## src/rtl/axi_rd_arbiter_n_if.sv

```systemverilog
// rtl/axi_rd_arbiter_n_if.sv - request/response and grant bundle for the read-address arbiter
interface axi_rd_arbiter_n_if #(
    parameter int NUM_M  = 3,
    parameter int NUM_S  = 8,
    parameter int ADDR_W = 32,
    parameter int LEN_W  = 4
);
    logic [NUM_M-1:0]        ARVALID_M;
    logic [NUM_M*ADDR_W-1:0] ARADDR_M;
    logic [NUM_M*LEN_W-1:0]  ARLEN_M;
    logic [NUM_M-1:0]        WPEND_M;
    logic                    AR_READY;
    logic                    R_VALID;
    logic                    R_READY;
    logic                    R_LAST;
    logic                    gnt_valid;
    logic [NUM_M-1:0]        gnt_m;
    logic [NUM_S-1:0]        gnt_s;
    logic                    gnt_decerr;
    logic                    len_err;
    logic                    tmo_err;

    // Requesters and slave-path handshakes drive the arbiter, and they observe the grant.
    modport master (
        output ARVALID_M, ARADDR_M, ARLEN_M, WPEND_M, AR_READY, R_VALID, R_READY, R_LAST,
        input  gnt_valid, gnt_m, gnt_s, gnt_decerr, len_err, tmo_err
    );

    // The arbiter samples requests and handshakes, and it drives the grant.
    modport slave (
        input  ARVALID_M, ARADDR_M, ARLEN_M, WPEND_M, AR_READY, R_VALID, R_READY, R_LAST,
        output gnt_valid, gnt_m, gnt_s, gnt_decerr, len_err, tmo_err
    );
endinterface

```

## src/rtl/axi_rd_arbiter_n.sv

```systemverilog
// rtl/axi_rd_arbiter_n.sv - N-master AXI read-address arbiter with region decode, burst check and watchdog
module axi_rd_arbiter_n #(
    parameter int NUM_M   = 3,
    parameter int NUM_S   = 8,
    parameter int ADDR_W  = 32,
    parameter int LEN_W   = 4,
    parameter int RR_MODE = 0,
    parameter int TIMEOUT = 256,
    parameter logic [NUM_S*ADDR_W-1:0] S_BASE = {
        32'h0003_0000, 32'h0010_0000, 32'h2000_0000, 32'h1001_0000,
        32'h1000_0000, 32'h0002_0000, 32'h0001_0000, 32'h0000_0000},
    parameter logic [NUM_S*ADDR_W-1:0] S_MASK = {
        32'hFFFF_0000, 32'hFFFF_0000, 32'hFF00_0000, 32'hFFFF_0000,
        32'hFFFF_0000, 32'hFFFF_0000, 32'hFFFF_0000, 32'hFFFF_0000}
) (
    input  logic              ACLK,
    input  logic              ARESETn,
    axi_rd_arbiter_n_if.slave bus
);
    localparam int MW       = $clog2(NUM_M);
    localparam int BW       = LEN_W + 1;
    localparam int TMO_W    = (TIMEOUT > 0) ? $clog2(TIMEOUT + 1) : 1;
    localparam int TMO_LAST = (TIMEOUT > 0) ? TIMEOUT - 1 : 0;

    typedef enum logic [1:0] {S_IDLE, S_ADDR, S_DATA} state_t;

    state_t             r_state;
    state_t             w_state_nxt;

    logic [MW-1:0]      r_last;
    logic [NUM_M-1:0]   r_gnt_m;
    logic [NUM_S-1:0]   r_gnt_s;
    logic               r_decerr;
    logic [LEN_W-1:0]   r_len;
    logic [BW-1:0]      r_beats;
    logic [TMO_W-1:0]   r_tmo;
    logic               r_len_err;
    logic               r_tmo_err;

    logic [NUM_M-1:0]   w_elig;
    logic               w_any;
    logic [MW-1:0]      w_win_idx;
    logic [NUM_M-1:0]   w_win_oh;
    logic [ADDR_W-1:0]  w_win_addr;
    logic [LEN_W-1:0]   w_win_len;
    logic [NUM_S-1:0]   w_dec_s;
    logic               w_dec_hit;
    logic               w_grant;
    logic               w_ar_hs;
    logic               w_r_hs;
    logic               w_r_last;
    logic               w_progress;
    logic               w_tmo_fire;
    logic [BW-1:0]      w_beats_inc;
    logic [BW-1:0]      w_len_p1;
    logic               w_busy;
    logic [NUM_M-1:0]   w_gnt_m;
    logic [NUM_S-1:0]   w_gnt_s;
    logic               w_decerr;

    // Pick the winner among eligible masters: lowest index, or rotating from the last grant.
    always_comb begin
        int j;
        j         = 0;
        w_elig    = bus.ARVALID_M & ~bus.WPEND_M;
        w_any     = 1'b0;
        w_win_idx = '0;
        for (int k = 0; k < NUM_M; k++) begin
            if (RR_MODE != 0) begin
                j = int'(r_last) + k + 1;
                if (j >= NUM_M) j = j - NUM_M;
            end else begin
                j = k;
            end
            if (!w_any && ((w_elig & (NUM_M'(1) << j)) != '0)) begin
                w_any     = 1'b1;
                w_win_idx = MW'(j);
            end
        end
        w_win_oh   = NUM_M'(1) << w_win_idx;
        w_win_addr = ADDR_W'(bus.ARADDR_M >> (int'(w_win_idx) * ADDR_W));
        w_win_len  = LEN_W'(bus.ARLEN_M >> (int'(w_win_idx) * LEN_W));
    end

    // Decode the winner's address; the lowest-numbered matching region takes priority.
    always_comb begin
        w_dec_s   = '0;
        w_dec_hit = 1'b0;
        for (int i = 0; i < NUM_S; i++) begin
            if (!w_dec_hit &&
                ((w_win_addr & ADDR_W'(S_MASK >> (i * ADDR_W))) == ADDR_W'(S_BASE >> (i * ADDR_W)))) begin
                w_dec_hit = 1'b1;
                w_dec_s   = NUM_S'(1) << i;
            end
        end
    end

    // Handshake qualifiers, beat arithmetic and watchdog expiry for the current state.
    always_comb begin
        w_grant     = (r_state == S_IDLE) && w_any;
        w_ar_hs     = (r_state == S_ADDR) && bus.AR_READY;
        w_r_hs      = (r_state == S_DATA) && bus.R_VALID && bus.R_READY;
        w_r_last    = w_r_hs && bus.R_LAST;
        w_progress  = w_ar_hs || w_r_hs;
        w_beats_inc = (r_beats == '1) ? r_beats : r_beats + BW'(1);
        w_len_p1    = {1'b0, r_len} + BW'(1);
        w_tmo_fire  = (TIMEOUT > 0) && (r_state != S_IDLE) && !w_progress &&
                      (r_tmo == TMO_W'(TMO_LAST));
    end

    // State register.
    always_ff @(posedge ACLK) begin
        if (!ARESETn) r_state <= S_IDLE;
        else          r_state <= w_state_nxt;
    end

    // Next-state: grant, address handshake, last beat, or watchdog release.
    always_comb begin
        w_state_nxt = r_state;
        case (r_state)
            S_IDLE: if (w_any) w_state_nxt = S_ADDR;
            S_ADDR: begin
                if (w_tmo_fire)        w_state_nxt = S_IDLE;
                else if (bus.AR_READY) w_state_nxt = S_DATA;
            end
            S_DATA: begin
                if (w_tmo_fire || w_r_last) w_state_nxt = S_IDLE;
            end
            default: w_state_nxt = S_IDLE;
        endcase
    end

    // Latch the grant on entry to ADDR and track beats, watchdog and error pulses.
    always_ff @(posedge ACLK) begin
        if (!ARESETn) begin
            r_last    <= MW'(NUM_M - 1);
            r_gnt_m   <= '0;
            r_gnt_s   <= '0;
            r_decerr  <= 1'b0;
            r_len     <= '0;
            r_beats   <= '0;
            r_tmo     <= '0;
            r_len_err <= 1'b0;
            r_tmo_err <= 1'b0;
        end else begin
            r_len_err <= w_r_last && (w_beats_inc != w_len_p1);
            r_tmo_err <= w_tmo_fire;
            if (w_grant) begin
                r_last   <= w_win_idx;
                r_gnt_m  <= w_win_oh;
                r_gnt_s  <= w_dec_s;
                r_decerr <= !w_dec_hit;
                r_len    <= w_win_len;
                r_beats  <= '0;
                r_tmo    <= '0;
            end else if (r_state != S_IDLE) begin
                if (w_r_hs) r_beats <= w_beats_inc;
                if (w_progress) r_tmo <= '0;
                else            r_tmo <= r_tmo + TMO_W'(1);
            end
        end
    end

    // Grant outputs are only presented while a grant is held.
    always_comb begin
        w_busy   = (r_state != S_IDLE);
        w_gnt_m  = w_busy ? r_gnt_m : '0;
        w_gnt_s  = w_busy ? r_gnt_s : '0;
        w_decerr = w_busy && r_decerr;
    end

    assign bus.gnt_valid  = w_busy;
    assign bus.gnt_m      = w_gnt_m;
    assign bus.gnt_s      = w_gnt_s;
    assign bus.gnt_decerr = w_decerr;
    assign bus.len_err    = r_len_err;
    assign bus.tmo_err    = r_tmo_err;
endmodule
```

## src/flat_wrapper.sv

```systemverilog
// flat-port wrapper written by rule: the top's interface ports become plain ports
module axi_rd_arbiter_n_flat 
#(
    parameter int NUM_M   = 3,
    parameter int NUM_S   = 8,
    parameter int ADDR_W  = 32,
    parameter int LEN_W   = 4,
    parameter int RR_MODE = 0,
    parameter int TIMEOUT = 256,
    parameter logic [NUM_S*ADDR_W-1:0] S_BASE = {
        32'h0003_0000, 32'h0010_0000, 32'h2000_0000, 32'h1001_0000,
        32'h1000_0000, 32'h0002_0000, 32'h0001_0000, 32'h0000_0000},
    parameter logic [NUM_S*ADDR_W-1:0] S_MASK = {
        32'hFFFF_0000, 32'hFFFF_0000, 32'hFF00_0000, 32'hFFFF_0000,
        32'hFFFF_0000, 32'hFFFF_0000, 32'hFFFF_0000, 32'hFFFF_0000}
)
  (ACLK, ARESETn, bus_ARVALID_M, bus_ARADDR_M, bus_ARLEN_M, bus_WPEND_M, bus_AR_READY, bus_R_VALID, bus_R_READY, bus_R_LAST, bus_gnt_valid, bus_gnt_m, bus_gnt_s, bus_gnt_decerr, bus_len_err, bus_tmo_err);
  axi_rd_arbiter_n_if #(.NUM_M(NUM_M), .NUM_S(NUM_S), .ADDR_W(ADDR_W), .LEN_W(LEN_W)) bus_i ();
  input  logic ACLK;
  input  logic ARESETn;
  input wire logic [$bits(bus_i.ARVALID_M)-1:0] bus_ARVALID_M;
  input wire logic [$bits(bus_i.ARADDR_M)-1:0] bus_ARADDR_M;
  input wire logic [$bits(bus_i.ARLEN_M)-1:0] bus_ARLEN_M;
  input wire logic [$bits(bus_i.WPEND_M)-1:0] bus_WPEND_M;
  input wire logic [$bits(bus_i.AR_READY)-1:0] bus_AR_READY;
  input wire logic [$bits(bus_i.R_VALID)-1:0] bus_R_VALID;
  input wire logic [$bits(bus_i.R_READY)-1:0] bus_R_READY;
  input wire logic [$bits(bus_i.R_LAST)-1:0] bus_R_LAST;
  output wire logic [$bits(bus_i.gnt_valid)-1:0] bus_gnt_valid;
  output wire logic [$bits(bus_i.gnt_m)-1:0] bus_gnt_m;
  output wire logic [$bits(bus_i.gnt_s)-1:0] bus_gnt_s;
  output wire logic [$bits(bus_i.gnt_decerr)-1:0] bus_gnt_decerr;
  output wire logic [$bits(bus_i.len_err)-1:0] bus_len_err;
  output wire logic [$bits(bus_i.tmo_err)-1:0] bus_tmo_err;
  assign bus_i.ARVALID_M = bus_ARVALID_M;
  assign bus_i.ARADDR_M = bus_ARADDR_M;
  assign bus_i.ARLEN_M = bus_ARLEN_M;
  assign bus_i.WPEND_M = bus_WPEND_M;
  assign bus_i.AR_READY = bus_AR_READY;
  assign bus_i.R_VALID = bus_R_VALID;
  assign bus_i.R_READY = bus_R_READY;
  assign bus_i.R_LAST = bus_R_LAST;
  assign bus_gnt_valid = bus_i.gnt_valid;
  assign bus_gnt_m = bus_i.gnt_m;
  assign bus_gnt_s = bus_i.gnt_s;
  assign bus_gnt_decerr = bus_i.gnt_decerr;
  assign bus_len_err = bus_i.len_err;
  assign bus_tmo_err = bus_i.tmo_err;
  axi_rd_arbiter_n #(.NUM_M(NUM_M), .NUM_S(NUM_S), .ADDR_W(ADDR_W), .LEN_W(LEN_W), .RR_MODE(RR_MODE), .TIMEOUT(TIMEOUT), .S_BASE(S_BASE), .S_MASK(S_MASK)) u_core (.ACLK(ACLK), .ARESETn(ARESETn), .bus(bus_i));
endmodule
```

## config.mk

```make
export PLATFORM = sky130hd
export DESIGN_NAME = axi_rd_arbiter_n_flat
export DESIGN_NICKNAME = d
export VERILOG_FILES = /design/src/rtl/axi_rd_arbiter_n_if.sv /design/src/rtl/axi_rd_arbiter_n.sv /design/src/flat_wrapper.sv
export SDC_FILE = /design/constraint.sdc
export NUM_CORES = 1
export LEC_CHECK = 0
export BUFFER_PORTS_ARGS = -buffer_cell sky130_fd_sc_hd__buf_2
export CELL_PAD_IN_SITES_DETAIL_PLACEMENT = 1
export CELL_PAD_IN_SITES_GLOBAL_PLACEMENT = 2
export CORE_MARGIN = 2
export CORE_UTILIZATION = 23
export CTS_CLUSTER_SIZE = 14
export DETAILED_ROUTE_END_ITERATION = 6
export PLACE_DENSITY_LB_ADDON = 0.25
export SKIP_CTS_REPAIR_TIMING = 1
export SLEW_MARGIN = 0
export SYNTH_ARGS = -nofsm -noshare
export SYNTH_HDL_FRONTEND = slang
export SYNTH_SLANG_ARGS = --single-unit
```

## constraint.sdc

```tcl
create_clock -name ACLK -period 2.9 [get_ports ACLK]
set_input_delay 0.145 -clock ACLK [delete_from_list [all_inputs] [get_ports ACLK]]
set_output_delay 0.145 -clock ACLK [all_outputs]
set_load 0.01 [all_outputs]
```

==> results of run 1 <==
## synthesized netlist by cell type, types with 2 or more instances
cell type	n	area, um2
and2_1	16	100
a21oi_1	23	115
nand2b_1	5	31.3
o21ai_0	13	65.1
mux2i_1	6	60.1
xor2_1	4	35.0
nand3_1	9	45.0
and4_1	2	17.5
nand4_1	4	25.0
nand2_1	21	78.8
xnor2_1	5	43.8
or3_1	2	12.5
buf_2	3	15.0
inv_1	5	18.8
a211oi_1	5	37.5
nor2b_1	13	81.3
a22oi_1	4	30.0
o31ai_1	4	30.0
or4_1	2	15.0
nor3_1	8	40.0
nor3b_1	7	52.6
o22ai_1	2	12.5
clkbuf_1	9	33.8
nor4_1	3	18.8
a31oi_1	6	37.5
dfxtp_1	34	681
a21boi_0	4	30.0
ha_1	4	50.1
nor2_1	27	101
and3_1	8	50.1
## critical path, delay by kind of cell (launching register included)
kind	cells	cell delay, ns
compound gates	2	0.41
flops	1	0.41
fa+ha+maj	1	0.26
xor+xnor	2	0.32
simple gates	3	0.54
## state kept, by name (all words and copies together), names as in the netlist
signal	count
u_core.r_tmo	9
u_core.bus.len_err	1
u_core.r_beats	5
u_core.r_state	2
u_core.r_len	4
u_core.bus.tmo_err	1
u_core.r_decerr	1
u_core.r_gnt_m	3
u_core.r_gnt_s	8
## how the worst min path moves through the flow
stage,startpoint,to,slack (ns)
after global routing,bus_R_LAST,u_core.bus.len_err,0.12
after floorplan,bus_R_LAST,u_core.bus.len_err,0.27
after global placement,bus_R_LAST,u_core.bus.len_err,0.43
after detailed placement,bus_R_LAST,u_core.bus.len_err,0.42
final,bus_R_LAST,u_core.bus.len_err,0.11
after CTS,bus_R_LAST,u_core.bus.len_err,0.11
## report_power, final
part           internal [mW]  leakage [nW]  switching (mW)
Clock                  0.191        0.0472           0.188
Combinational          0.109         0.864           0.137
Sequential             0.481         0.276          0.0164
Total                  0.780          1.19           0.341
## metal layers
layer	up-vias	wire length, um	part of all wire [%]	global-route usage, %
li1	1178	-	-	-
met5	-	0	0	0
met3	5	259	3.9	2.58
met2	55	3110	47	23.1
met1	1067	3140	48	17.7
met4	0	63	0.96	4.11
## final cells by class
class	count	area (um2)
fill	1154	6300
multi-input combinational	225	1390
sequential	34	681
timing repair buffer	93	483
tap	111	139
clock buffer	6	82.6
inverter	5	18.8
clock inverter	2	12.5
## stage by stage
step | std cells | cell area (um2) | setup slack, ns
after floorplan | 276 | 2140 | 0.871
after global placement | 468 | 2710 | 0.640
after detailed placement | 468 | 2710 | 0.648
after CTS | 476 | 2810 | 0.876
after global routing | 476 | 2810 | 0.656
final | 476 | 2810 | 0.885
## cell usage in the layout (no fill, tap or decap), drive strengths merged, types with 2 or more instances in the layout
| cell type | netlist | layout |
|---|---|---|
| and2 | 16 | 16 |
| nand2b | 6 | 6 |
| or4 | 3 | 3 |
| ha | 4 | 4 |
| nor4 | 3 | 3 |
| or3 | 2 | 2 |
| a211oi | 6 | 6 |
| nor3b | 7 | 7 |
| o31ai | 4 | 4 |
| and3 | 8 | 8 |
| and4 | 2 | 2 |
| a31oi | 6 | 6 |
| a22oi | 4 | 4 |
| a21oi | 24 | 24 |
| nand3 | 9 | 9 |
| dfxtp | 34 | 34 |
| o22ai | 2 | 2 |
| nor2 | 28 | 28 |
| nor2b | 13 | 13 |
| xor2 | 4 | 4 |
| inv | 5 | 5 |
| nor3 | 8 | 8 |
| o21ai | 14 | 14 |
| xnor2 | 5 | 5 |
| nand4 | 4 | 4 |
| a21boi | 5 | 5 |
| nand2 | 21 | 21 |
| clkbuf | 9 | 6 |
| mux2i | 6 | 6 |
| buf | 3 | 93 |
## cell families after synthesis
logic type	Yosys count
AND/OR/NAND/NOR	134
AO/OA/AOI/OAI	72
flip-flops	34
buffers and inverters	17
XOR/XNOR	9
multiplexers	6
adder cells (fa/ha/maj)	4
==> metrics.yaml, run 1 <==
status:
  status: "finished, final reports clean"
synthesis:
  syn_area_um2: 2140
  synth_top_family_by_area: "simple AND/OR/NAND/NOR gates"
  synthFlopType: "dfxtp_1"
  syn_avg_cell_area_um2: 7.75
  synth_cell_type_count: 48
  synth-async-reset-ratio_pct: 0
  synth_cells: 276
  yosys_warnings: 0
  synth_nets: 400
  synthXorXnorAreaFrac_pct: 3.69
  synthSimpleGateAreaFrac_pct: 34.8
  synthMuxAreaShare_pct: 2.81
  synth_compound_area_share_pct: 21.4
  synth_seq_cells: 34
  ys_seq_area_share_pct: 31.8
  synth-adder-area-share_pct: 2.34
  synth_edf_count: 0
critical_path:
  start_kind: "flip-flop"
  critical_path_arrival_ns: 2.24
  slowest_delay_ns: 0.41
  startpoint: "u_core.r_beats[0]"
  critical_path_class: "reg2reg"
  rr_worst_depth: 8
  endpoint: "u_core.bus.len_err"
  crit_fanout: 7
  reg2reg_slack_ns: 0.88
  slowest_stage: "dfxtp_1"
  r2r-start: "u_core.r_beats[0]"
  r2r_end: "u_core.bus.len_err"
  crit_chain: "ha_1, and3_1, nand2_1, nand2_1, xor2_1, xor2_1, a31o_2, a31oi_1"
  endpoint_kind: "flip-flop"
  crit_required_ns: 3.12
sta:
  clock.fmax_ghz: 0.496
  period_minus_slack_ns: 2.02
  finalMaxSlewViolations: 0
  setup_violations: 0
  hold_slack_ns: 0.110
  clock_skew_ns: 0.00735
  rsz0062_at_grt: "no"
  fin_crit_sh_pct: 69.5
  slew_headroom_pct: 41.0
  hold_viol: 0
  worstMarginPinSlew_ns: 0.883
  fin_setup_tns_ns: 0
die:
  pin_count: 135
  coreArea_um2: 9110
  die_h_um: 100
  rows: 35
  die_x_um: 100
  start_util_pct: 23.5
  dieArea_um2: 10100
cts:
  clockBufferDepth: 2
  root_buffer: "clkbuf_8"
  cts_tree: "yes"
  clkTransAtPathRegs_ns: 0.08
  clock_latency_ns: 0.29
  cts_inserted_buffers: 5
  cts_sinks: 34
  cts_max_level: 2
grt:
  grt_pass1_vias: 2381
  grt.total_usage_pct: 13.7
  grt_max_degree: 22
  antenna_found_initial: 0
  grt_pass1_wl_um: 11100
  grt-ovfl-total: 0
route:
  wire_per_inst_um: 13.8
  drcViolationCount: 0
  drt_iter0_drc: 45
  vias: 2305
  via_per_inst: 4.84
  routed_wl_um: 6570
  drt_first_pass_iters: 4
  ant_nets: 0
final_layout:
  num_antenna_cells: 0
  area_growth_pct: 31.2
  drive_above_1_share_pct: 29.9
  fin_nets: 488
  final_core_util_pct: 30.8
worst_hold_path:
  hp-class: "in2reg"
  whs_path_depth: 3
power:
  leakagePower_nw: 1.19
  power_density_nw_per_um2: 399
  peakVddDrop_mv: 0.128
  fin_total_pwr_mw: 1.12
placed_design:
  globalplace.congestion: 0.750
  dp_hpwl_um: 5070
  numPortBuffers: 86
job:
  cap_violations: 0
No activity file was read; power rests on OpenSTA's default activity.
==> inputs of run 2 (changes only) <==
CORE_UTILIZATION = 20   (was 23)
clock period = 1.7 ns   (was 2.9 ns; I/O delays follow)
==> run 2 against run 1 <==
Effect of this change: the run now ends with negative setup slack left; worst setup slack got worse by 0.98 ns; first-iteration DRC count increased by 36%; combinational power increased by 110%; cell area increased by 17%; critical endpoint is now u_core.r_gnt_s[3].
==> metrics.yaml, run 2 (same netlist as run 1, synthesis figures left out) <==
critical_path:
  worst-path-buf-inv: 1
  rr_worst_depth: 8
  slowest_stage: "or4_4"
  cp_num_cells: 8
  crit_fanout: 4
  crit_chain: "buf_6, or4_4, a211oi_2, a31oi_1, a211o_1, or3_4, o31ai_2, and2_1"
  start_kind: "input port"
  critPathTopFamily: "simple AND/OR/NAND/NOR gates"
  critical_path_class: "in2reg"
  critical_path_arrival_ns: 2.03
  crit_required_ns: 1.93
  endpoint_kind: "flip-flop"
  slowest_delay_ns: 0.52
grt:
  grt_max_degree: 19
  grt_pass1_wl_um: 11800
  grt.total_usage_pct: 12.7
  antenna_found_initial: 0
  grt_pass1_vias: 2591
  grt-ovfl-total: 0
final_layout:
  layout_commonest_cell: "buf_2"
  num_antenna_cells: 0
  drive_above_1_share_pct: 42.5
  largest_reg_flops: 9
  reg_top3: "u_core.r_tmo: 9 flops, u_core.r_gnt_s: 8 flops, u_core.r_beats: 5 flops"
  final_cell_mix: "buf_2 (85), buf_4 (49), dfxtp_1 (29), nor2_1 (26), a21oi_1 (21)"
  regMostFlops: "u_core.r_tmo"
  fin_nets: 531
  area_growth_pct: 53.2
die:
  die_x_um: 107
  dieArea_um2: 11500
  coreArea_um2: 10400
  start_util_pct: 20.6
  die_h_um: 107
  rows: 37
  pin_count: 135
power:
  power_density_nw_per_um2: 593
  leakagePower_nw: 1.41
  peakVddDrop_mv: 0.234
sta:
  hold_viol: 0
  clock_skew_ns: 0.00253
  fin_ws_ns: -0.0994
  finalMaxSlewViolations: 0
  slew_headroom_pct: 81.1
  period_minus_slack_ns: 1.80
  rsz0062_at_grt: "yes"
  fin_setup_tns_ns: -0.283
  setup_violations: 4
  fin_crit_sh_pct: 106
  clock.fmax_ghz: 0.556
  worstMarginPinSlew_ns: 0.281
status:
  failed_checks: "negative setup slack"
  status: "complete, but fails checks"
route:
  drt_iter0_drc: 61
  via_per_inst: 4.55
  wire_per_inst_um: 13.2
  routed_wl_um: 7160
  drt_first_pass_iters: 4
  drcViolationCount: 0
  ant_nets: 0
  vias: 2470
placed_design:
  dp_hpwl_um: 5770
  numPortBuffers: 86
  globalplace.congestion: 0.751
  pre_cts_slack_ns: -0.363
cts:
  clock_latency_ns: 0.28
  clkTransAtPathRegs_ns: 0.07
  cts_max_level: 2
  root_buffer: "clkbuf_8"
  cts_inserted_buffers: 5
  cts_sinks: 34
  cts_tree: "yes"
  clockBufferDepth: 2
worst_hold_path:
  hp-class: "in2reg"
  whs_path_depth: 3
job:
  cap_violations: 0
## run 2: changes by cell type in the layout (fill, tap and decap cells not counted), moves of 3 or more
cell,change
buf_4,+42
dfxtp_1,-5
ha_1,-3
dfxtp_2,+5
and3_1,-4
and3_4,+4
## run 2: per-layer routing
layer,share of wire (%),track usage (%),up-vias
met5,0,0,-
met4,1.1,3.30,0
met3,5.1,2.78,5
met2,50,22.8,67
met1,44,15.2,1144
li1,-,-,1254
## run 2: layout make-up
class	count	area [um2]
fill	1282	7090
multi-input combinational	225	1500
timing repair buffer	136	825
sequential	34	687
tap	136	170
clock buffer	7	76.3
inverter	5	18.8
## run 2: worst paths after layout
path	slack [ns]	endpoint	startpoint
hold reg to reg	0.47	u_core.r_gnt_s[6]	u_core.r_gnt_s[6]
setup / recovery	-0.1	u_core.r_gnt_s[3]	bus_ARADDR_M[23]
hold / removal	0.08	u_core.bus.len_err	bus_R_LAST
setup reg to reg	0.05	u_core.r_state[1]	u_core.r_tmo[0]
## run 2: report_power, final
| part | total, mW | switching [mW] | internal, mW |
|---|---|---|---|
| combinational | 0.520 | 0.261 | 0.259 |
| clock | 0.573 | 0.291 | 0.282 |
| sequential | 0.850 | 0.0288 | 0.821 |
## run 2: worst reg2reg max path: cells and delay by family (launching register included)
kind            cells  cell delay, ns
simple gates        4            0.64
fa+ha+maj           2            0.34
flops               1            0.32
compound gates      2            0.28
## run 2: per-stage QoR
step	hold slack, ns	utilization [%]	cell area, um2	std cells	total power, mW
finish	0.0792	31.6	3280	543	1.94
global placement	0.394	29.7	3080	535	1.37
detailed placement	0.383	29.7	3080	535	1.38
global route	0.0937	31.6	3280	543	2.08
CTS	0.0771	30.5	3160	542	1.95
floorplan	0.213	-	2150	276	1.11
==> inputs of run 3 (changes only) <==
CORE_ASPECT_RATIO = 1.4   (was not set)
CORE_UTILIZATION = 23   (was 20)
clock period = 2.3 ns   (was 1.7 ns; I/O delays follow)
==> run 3 against run 2 <==
Effect of this change: the flow now finishes without violations; combinational power down 38%; clock power up 31%; routed wire length down 6.8%; global-route usage up 0.93 points; utilization up 1.1 points; first-iteration DRC count unchanged; register-to-register slack better by 0.23 ns; sequential power down 26%; count of clock-buffer cells in the layout up 1; clock skew up 0.0015 ns.
==> metrics.yaml, run 3 (same netlist as run 1, synthesis figures left out) <==
critical_path:
  critical_path_arrival_ns: 2.23
  endpoint_kind: "flip-flop"
  crit_chain: "ha_1, and3_1, nand2_1, nand2_1, xor2_1, xor2_1, a31o_2, a31oi_1"
  critical_path_class: "reg2reg"
  r2r-start: "u_core.r_beats[0]"
  start_kind: "flip-flop"
  startpoint: "u_core.r_beats[0]"
  critPathTopFamily: "simple AND/OR/NAND/NOR gates"
  slowest_delay_ns: 0.40
  worst-path-buf-inv: 0
  slowest_stage: "dfxtp_1"
  crit_fanout: 7
  crit_required_ns: 2.51
grt:
  grt.total_usage_pct: 13.6
  grt_max_degree: 19
  grt_pass1_vias: 2440
  grt-ovfl-total: 0
  antenna_found_initial: 0
  grt_pass1_wl_um: 11000
status:
  status: "finished, final reports clean"
route:
  drt_first_pass_iters: 4
  drt_iter0_drc: 61
  routed_wl_um: 6670
  via_per_inst: 5.00
  drcViolationCount: 0
  vias: 2415
  ant_nets: 0
  wire_per_inst_um: 13.8
sta:
  rsz0062_at_grt: "no"
  fin_crit_sh_pct: 87.8
  fin_setup_tns_ns: 0
  clock.fmax_ghz: 0.495
  setup_violations: 0
  period_minus_slack_ns: 2.02
  fin_ws_ns: 0.282
  slew_headroom_pct: 65.4
  hold_viol: 0
  clock_skew_ns: 0.00406
  worstMarginPinSlew_ns: 0.517
  finalMaxSlewViolations: 0
cts:
  cts_tree: "yes"
  clkTransAtPathRegs_ns: 0.05
  cts_sinks: 34
  clockBufferDepth: 2
  root_buffer: "clkbuf_16"
  cts_max_level: 2
  cts_inserted_buffers: 5
  clock_latency_ns: 0.29
power:
  seqPwrFrac_pct: 36.9
  switching_share_pct: 26.6
  clkPwrFrac_pct: 44.0
  pwr-share-comb_pct: 19.1
  p_sw_mw: 0.453
  peakVddDrop_mv: 0.247
  power_density_nw_per_um2: 576
  internal-power_mw: 1.25
  leakagePower_nw: 1.28
worst_hold_path:
  hp-class: "in2reg"
  min-delay-start: "bus_R_LAST"
final_layout:
  final_core_util_pct: 32.7
  regMostFlops: "u_core.r_tmo"
  final_cell_mix: "buf_2 (86), dfxtp_1 (34), nor2_1 (27), a21oi_1 (23), nand2_1 (21)"
  fin_nets: 499
  area_growth_pct: 38.2
  fin_area_um2: 2960
  reg_top3: "u_core.r_tmo: 9 flops, u_core.r_gnt_s: 8 flops, u_core.r_beats: 5 flops"
  num_antenna_cells: 0
  layout_commonest_cell: "buf_2"
  largest_reg_flops: 9
  drive_above_1_share_pct: 31.9
placed_design:
  pre_cts_slack_ns: 0.0897
  numPortBuffers: 86
  dpl_cell_area_um2: 2790
  dp_hpwl_um: 5390
  globalplace.congestion: 0.765
job:
  cap_violations: 0
die:
  die_x_um: 85.5
  pin_count: 135
  rows: 41
  start_util_pct: 23.7
  die_h_um: 118
  coreArea_um2: 9030
  dieArea_um2: 10100
==> run 3: changes by cell type in the layout (fill, tap and decap cells not counted), moves of 3 or more <==
cell,previous run,this run
buf_4,49,18
clkbuf_16,0,5
dfxtp_1,29,34
dfxtp_2,5,0
and3_1,4,8
and3_4,4,0
ha_1,1,4
==> run 3: path summary, 6_finish.rpt <==
path / slack [ns] / to / cells after the start
worst min register to register: 0.45 / u_core.r_gnt_s[4] / 2
worst min-delay path: 0.09 / u_core.bus.len_err / 3
worst max register to register: 0.28 / u_core.bus.len_err / 8
worst max-delay path: 0.28 / u_core.bus.len_err / 8
==> run 3: per-layer routing <==
| layer | track usage, % | up-vias | part of all wire [%] |
|---|---|---|---|
| met5 | 0 | - | 0 |
| met4 | 7.04 | 0 | 2.8 |
| met3 | 3.37 | 11 | 5.8 |
| met2 | 24.7 | 67 | 52 |
| met1 | 14.1 | 1141 | 40 |
| li1 | - | 1196 | - |
==> run 3: worst reg2reg max path: stages, from the launching register on <==
cell and delay, ns:
dfxtp_1 0.40, ha_1 0.25, and3_1 0.23, nand2_1 0.19, nand2_1 0.14, xor2_1 0.22, xor2_1 0.10, a31o_2 0.25
a31oi_1 0.16
==> run 3: power by group through the flow <==
| stage | registers (mW) | logic, mW | clock network [mW] |
|---|---|---|---|
| after floorplan | 0.631 | 0.187 | 0 |
| after global placement | 0.639 | 0.327 | 0 |
| after detailed placement | 0.640 | 0.333 | 0 |
| after CTS | 0.627 | 0.334 | 0.773 |
| after global routing | 0.630 | 0.369 | 0.795 |
| final | 0.627 | 0.325 | 0.749 |
==> run 3: through the flow <==
step           instances  total power, mW  hold slack [ns]
6_report             483             1.70           0.0881
5_1_grt              483             1.79            0.120
3_3_place_gp         475            0.966            0.386
2_1_floorplan        276            0.818            0.243
3_5_place_dp         475            0.974            0.387
4_1_cts              483             1.73           0.0840
==> run 3: cell type report <==
class                           instances  area, um2
Tap cell                              107        134
Fill cell                            1136       6070
Inverter                                5       18.8
Clock buffer                            8        166
Multi-Input combinational cell        225       1390
Sequential cell                        34        681
Timing Repair Buffer                  104        566
